==> src/rtl/ram_sdp_clr.sv <==
// ram_sdp_clr: simple-dual-port synchronous RAM with per-bit write mask,
// valid-qualified reads with selectable latency (1 or 2 cycles), and a
// built-in sequencer that zeroes every word after reset and on request.
// While the sequencer runs, busy is high and all user reads and writes are
// dropped.

module ram_sdp_clr #(
    parameter int DATA_W  = 5,
    parameter int ADDR_W  = 6,
    parameter int DEPTH   = 2**ADDR_W,
    parameter int OUT_REG = 0
) (
    input  logic              clk,
    input  logic              rst,
    input  logic              clr_req,
    output logic              busy,
    input  logic              wr_en,
    input  logic [ADDR_W-1:0] wr_addr,
    input  logic [DATA_W-1:0] wr_data,
    input  logic [DATA_W-1:0] wr_mask,
    input  logic              rd_en,
    input  logic [ADDR_W-1:0] rd_addr,
    output logic [DATA_W-1:0] rd_data,
    output logic              rd_valid
);

    typedef enum logic {
        CLEAR = 1'b0,
        READY = 1'b1
    } state_t;

    // DEPTH widened by one bit so the range check also works when DEPTH
    // equals 2**ADDR_W (where DEPTH itself does not fit in ADDR_W bits).
    localparam logic [ADDR_W:0]   DEPTH_X   = (ADDR_W+1)'(DEPTH);
    localparam logic [ADDR_W-1:0] LAST_ADDR = ADDR_W'(DEPTH - 1);

    state_t              state;
    state_t              state_next;
    logic [ADDR_W-1:0]   clr_addr;
    logic [ADDR_W-1:0]   clr_addr_next;

    logic [DATA_W-1:0]   mem [DEPTH];

    logic                mem_we;
    logic [ADDR_W-1:0]   mem_waddr;
    logic [DATA_W-1:0]   mem_wdata;
    logic [DATA_W-1:0]   mem_wmask;

    logic                wr_in_range;
    logic                rd_in_range;
    logic                rd_go;
    logic [DATA_W-1:0]   rd_word;

    logic                s1_valid;
    logic [DATA_W-1:0]   s1_data;
    logic                busy_q;

    assign wr_in_range = ({1'b0, wr_addr} < DEPTH_X);
    assign rd_in_range = ({1'b0, rd_addr} < DEPTH_X);

    // Out-of-range reads return zero instead of touching the array.
    assign rd_word = rd_in_range ? mem[rd_addr] : '0;

    // Sequencer state and sweep address; reset restarts the sweep at word 0.
    always_ff @(posedge clk or posedge rst) begin
        if (rst) begin
            state    <= CLEAR;
            clr_addr <= '0;
        end else begin
            state    <= state_next;
            clr_addr <= clr_addr_next;
        end
    end

    // Next-state logic plus selection of the single memory write port:
    // the sweep owns it in CLEAR, the user owns it in READY.
    always_comb begin
        state_next    = state;
        clr_addr_next = clr_addr;
        mem_we        = 1'b0;
        mem_waddr     = wr_addr;
        mem_wdata     = wr_data;
        mem_wmask     = wr_mask;
        rd_go         = 1'b0;
        case (state)
            CLEAR: begin
                mem_we    = 1'b1;
                mem_waddr = clr_addr;
                mem_wdata = '0;
                mem_wmask = '1;
                if (clr_addr == LAST_ADDR) begin
                    state_next    = READY;
                    clr_addr_next = '0;
                end else begin
                    clr_addr_next = clr_addr + ADDR_W'(1);
                end
            end
            READY: begin
                mem_we = wr_en && wr_in_range;
                rd_go  = rd_en;
                if (clr_req) begin
                    state_next    = CLEAR;
                    clr_addr_next = '0;
                end
            end
            default: begin
                state_next    = CLEAR;
                clr_addr_next = '0;
            end
        endcase
    end

    // Busy comes straight from a flop so it has no input-to-output path.
    always_ff @(posedge clk or posedge rst) begin
        if (rst) begin
            busy_q <= 1'b1;
        end else begin
            busy_q <= (state_next == CLEAR);
        end
    end

    assign busy = busy_q;

    // Masked memory write; the array has no reset, the sweep defines it.
    always_ff @(posedge clk) begin
        if (mem_we) begin
            mem[mem_waddr] <= (mem[mem_waddr] & ~mem_wmask) | (mem_wdata & mem_wmask);
        end
    end

    // First read stage: captures the old word (read-first on collisions)
    // and holds its data between reads.
    always_ff @(posedge clk or posedge rst) begin
        if (rst) begin
            s1_valid <= 1'b0;
            s1_data  <= '0;
        end else begin
            s1_valid <= rd_go;
            if (rd_go) begin
                s1_data <= rd_word;
            end
        end
    end

    generate
        if (OUT_REG != 0) begin : g_out_reg
            logic              s2_valid;
            logic [DATA_W-1:0] s2_data;

            // Optional output register adding one cycle of read latency.
            always_ff @(posedge clk or posedge rst) begin
                if (rst) begin
                    s2_valid <= 1'b0;
                    s2_data  <= '0;
                end else begin
                    s2_valid <= s1_valid;
                    if (s1_valid) begin
                        s2_data <= s1_data;
                    end
                end
            end

            assign rd_valid = s2_valid;
            assign rd_data  = s2_data;
        end else begin : g_no_out_reg
            assign rd_valid = s1_valid;
            assign rd_data  = s1_data;
        end
    endgenerate

endmodule

==> config.mk <==
export PLATFORM = sky130hd
export DESIGN_NAME = ram_sdp_clr
export DESIGN_NICKNAME = d
export VERILOG_FILES = /design/src/rtl/ram_sdp_clr.sv
export SDC_FILE = /design/constraint.sdc
export NUM_CORES = 1
export LEC_CHECK = 0
export ABC_AREA = 1
export CORE_MARGIN = 1.5
export CORE_UTILIZATION = 60
export CTS_CLUSTER_DIAMETER = 150
export DETAILED_ROUTE_END_ITERATION = 6
export PLACE_DENSITY = 0.77
export SYNTH_ARGS = -nofsm -noshare
export SYNTH_HDL_FRONTEND = slang
export SYNTH_SLANG_ARGS = --single-unit
==> constraint.sdc <==
create_clock -name clk -period 8 [get_ports clk]
set_input_delay 2.4 -clock clk [delete_from_list [all_inputs] [get_ports clk]]
set_output_delay 2.4 -clock clk [all_outputs]
set_load 0.01 [all_outputs]
* Word-level counts from Yosys, hierarchy flattened
Memories as Yosys holds them, arrays and structs flattened. A register that Yosys moved wholly into a read port is not among the register bits. Cells that the tools add are included.
Word-level totals: register bits 9, bits in latches 0, RAM bits 320, ROM bits 0, output and inout bits 7, memories kept 1
Cells by class: add/subtract/negate cells 1, multiply operators 0, divide/modulo/power cells 0, order comparisons 0, equality and inequality tests 2, shift operators 0, mux-type cells 13, bitwise operators 6, reductions and logical operators 0
Memories:
- mem | depth 64, width 5, read ports 2, clocked after memory_dff 1, write ports 1, RTL line 42 | logic [DATA_W-1:0] mem [DEPTH];
Operators with widths (number):
- two-way mux 6 bit | 3
- case mux 6 bit (2 select lines) | 1
- AND 5 bit | 2
- two-way mux 5 bit | 2
- adder 6 x 1 -> 6 bit, second input constant | 1
- == test 6 bit, second input constant | 1
- two-way mux 1 bit | 5
- inverter 5 bit | 1
- bitwise OR 5 bit | 1
- case mux 1 bit (2 select lines) | 2
- inequality test 2 bit, second input constant | 1
- inverter 1 bit | 2

* Longest topological paths before layout
depth after elaboration 4, mapped depth 18, mapped depth without buffers 15

* Worst setup path after synthesis
Ideal clock, no wire load.
path kind input -> register, from input port wr_addr[0], to memory mem[0][0], data pin, setup time 502 ps, arrival time 4894 ps, required time 7498 ps, slack 2604 ps, stages 13, cell sequence nand2_1 > nand2_1 > buf_4 > buf_2 > o21ai_0 > nand2_1 > nand2_1 > nand2_1 > nand2_1 > a21oi_1 > nand2_1 > nor2_1 > nor2_1
On the way: longest elaborated chain between the ends 4
Ends and longest elaborated chain:
- start: declaration | RTL line 18 | input logic [ADDR_W-1:0] wr_addr,
- two-way mux 6 bit | RTL line 85 | case (state)
- memory (64 x 5 bit)
- AND 5 bit | RTL line 127 | mem[mem_waddr] <= (mem[mem_waddr] & ~mem_wmask) | (mem_wdata & mem_wmask);
- bitwise OR 5 bit | RTL line 127
- end: declaration | RTL line 42
No other way between the ends.

* Worst setup path after layout
from input port wr_addr[0], to memory mem[12][4] (enable)
On the way: longest elaborated chain between the ends 1
Ends and longest elaborated chain (RTL line):
- two-way mux 6 bit | 85
No other way between the ends.

==> summary.md <==
| Metric | Value |
|---|---|
| Outcome | `finished, violations left` |
| Failing checks | `DRC` |
| Max IR drop VDD | `between 0.0002 and 0.0003 V` |
| Top cells by area, synth | `edfxtp_1, nand2_1, nand3_1` |
| Worst-Skew Late Latency | `between 0.5 and 0.6 ns` |
| Commonest cells after routing, fill and taps aside | `nand2_1, edfxtp_1, nand3_1` |
| Slowest stage cell on the critical path | `nand2_4` |
| Kind of critical path | `in2reg` |
| Most common cell after layout, fill and taps aside | `nand2_1` |
| CP Capture Point | `mem[12][4]` |
| Cts repair resizes | `0` |
| Internal | `4081 uW` |
| Max-cap viol count | `0` |
| Initial core utilization | `61.45%` |
| Routability cong. | `slightly below 1` |
| Data arrival time of the worst path | `approximately 6 ns` |
| Clk sink count | `334` |
| Fin crit period | `approximately 5.7 ns` |
| Sequential power share | `roughly a third` |
| Fin Clk Skew | `a little over 0.02 ns` |
| CTS Hold Bufs | `0` |
| Static leakage | `about 0.0083 uW` |
| Syn nets | `roughly 2100` |
| CP Data Required Time | `about 8.2 ns` |
| Smallest setup slack after layout | `2.331 ns` |
| Post-CTS Setup Bufs | `0` |
| Syn Area/Cell | `between 8 and 9 um^2` |
| Yosys cell types | `34` |
| Worst R2R Setup Slack | `roughly 3.3 ns` |
| DRT iter0 DRCs | `2494` |
| Fmax | `176.4 MHz` |
| TritonCTS Buffers | `37` |
| Final hold violation count | `0` |
| Worst stage delay on the critical path | `0.83 ns` |
| Setup TNS | `0 ns` |
| Fin nets | `between 2000 and 2500` |
| CP top delay family | `simple AND/OR/NAND/NOR gates` |
| Longest Clk Path Bufs | `3` |
| Drt wl/cell | `between 20 and 25 um` |
| TritonCTS clock tree | `built` |
| Startpoint types | `input pin` |
| Power per Cell Area | `around 370 mW/mm^2` |
| Area grow syn2layout | `9.351%` |
| H-Tree Depth | `2` |
| FP Rows | `62` |
| Post-route ant nets | `0` |
| Routed WL | `roughly 55000 um` |
| Core area | `approximately 0.029 mm^2` |
| I/O pin cnt | `34` |
| Sw frac | `43.85%` |
| Worst-case reg-to-reg path depth | `13` |
| Crit path buffers/inverters | `3` |
| Yosys top cell by area | `edfxtp_1` |
| Warnings, synthesis | `0` |
| Drt pass-1 iters | `7` |
| Chip width | `between 150 and 200 um` |
| WP depth | `7` |
| Largest net degree at the start of global routing | `94` |
| Worst Setup End Kind | `register` |
| Residual DRC | `1` |
| Max_slew headroom | `about 17%` |
| Seq/Total Area, Yosys | `56.02%` |
| Logic gate share of total power | `43.5%` |
| Mapped Area | `about 0.018 mm^2` |
| Clock transition at path regs | `~0.060 ns` |
| Syn Inst Count | `between 2000 and 2500` |
| First-pass GRT wire length | `83970 um` |
| Final Max Slew Viols | `0` |
| Hold crit path type | `reg2reg` |
| Die H | `175.2 um` |
| Vias in the first global route | `14661` |
| DR vias | `about 16000` |
| PortBufs | `33` |
| Ratio of cells with drive above 1 in the final layout | `between 5 and 6%` |
| Final Cycle Share | `approximately 71%` |
| Terminus of the critical flop-to-flop path | `mem[50][2]` |
| Antenna violations before repair | `0` |
| Setup slack at placement | `slightly below 2 ns` |
| Final setup fails | `0` |
| Gr usage total | `between 30% and 40%` |
| Post-synth top area share | `54.04%` |
| Grt ovf | `0` |
| Flops & latches, synth | `approximately 330` |
| CP Max Fanout | `between 80 and 90` |
| Reg2reg start | `state` |
| HPWL Detailed | `approximately 34000 um` |
| Psw | `~3200 uW` |
| Clk network pwr share | `between 20% and 30%` |
| Worst-margin pin slew | `about 1.2 ns` |
| Full die area | `around 0.031 mm^2` |
| Crit. Startpoint | `wr_addr[0]` |
| RSZ-0062 raised after global routing | `no` |
| Hold path startpoint | `rd_data[2]` |
| Final antenna diode count | `0` |
| Clock Tree Root | `clkbuf_16` |
| DR vias/cell | `between 6 and 7` |
| Crit path cell chain | `clkdlybuf4s50_1, inv_1, nand2_1, nand2_4, buf_4, nand3_1, nor2_1` |
-- tightest hold or removal path: stages (launching register included) --
cell and delay (ns):
dfrtp_1 0.34, nand2_1 0.06, nand2_1 0.05
-- kinds of logic after synthesis --
logic type | after synthesis | synth area share [%]
simple gates | 1123 | 26.75
buf+inv | 359 | 8.479
flops | 334 | 56.02
compound gates | 281 | 8.535
xor+xnor | 3 | 0.1478
fa+ha+maj | 1 | 0.07035
-- worst min path at each step --
stage / endpoint / cells after the start
after floorplan: rd_data[0] / 2
after global placement: rd_data[1] / 2
after detailed placement: rd_data[2] / 2
after CTS: rd_data[2] / 2
after global routing: rd_data[2] / 2
final: rd_data[2] / 2
-- synth_stat cells --
master    instances
a21oi_1         112
buf_1            11
buf_2            51
buf_4            19
buf_6             3
clkbuf_1         42
clkinv_1          1
dfrtp_1          13
dfstp_2           1
edfxtp_1        320
ha_1              1
inv_1           226
inv_2             5
inv_4             1
nand2_1         695
nand2_2           7
nand2_4           3
nand3_1         306
nand3_2           2
nand4_1           6
nor2_1           92
nor2_4            2
nor2_8            2
nor3_1            1
nor3_2            4
nor3_4            1
o211ai_1         29
o21ai_0         122
o21ai_1          11
o21ai_4           3
o22ai_1           4
or2_2             2
xnor2_1           1
xor2_1            2
-- metrics by stage --
| stage | instances | hold WS [ns] | power, uW | util (%) | area (um^2) |
|---|---|---|---|---|---|
| after floorplan | 2101 | 0.5155 | 4451 | - | 17780 |
| after global placement | 2419 | 0.4678 | 5345 | 62.93 | 18210 |
| after global routing | 2486 | 0.5113 | 7573 | 67.20 | 19440 |
| after CTS | 2486 | 0.4835 | 7142 | 67.20 | 19440 |
| final | 2486 | 0.4879 | 7267 | 67.20 | 19440 |
| after detailed placement | 2419 | 0.4685 | 5401 | 62.93 | 18210 |
-- power groups by stage --
stage | registers [uW] | clock network, uW | logic (uW)
floorplan | 2350 | 0 | 2100
global placement | 2370 | 0 | 2980
detailed placement | 2380 | 0 | 3030
CTS | 2340 | 1750 | 3050
global route | 2360 | 1820 | 3390
finish | 2350 | 1760 | 3160
-- flip-flops by register name, summed over array words and instances, names as in the netlist --
| register | cells |
|---|---|
| mem | 320 |
| rd_valid | 1 |
| rd_data | 5 |
| clr_addr | 6 |
| busy | 1 |
| state | 1 |
-- metal layers --
metal | wire length, um | part of all wire (%) | track usage [%]
met3 | 7353 | 13 | 8.138
met2 | 24440 | 44 | 55.13
met1 | 20150 | 37 | 48.63
met5 | 0 | 0 | 0
met4 | 3195 | 5.8 | 19.80
-- cell type report --
class	count	area [um^2]
inverters	233	877.1
well taps	384	480.5
repair buffers	60	549.3
flip-flops and latches	334	9961
multi-input cells	1408	6341
clock inverters	19	216.5
clock buffers	48	1020
fillers	2260	9490
No activity file was read; power rests on OpenSTA's default activity.
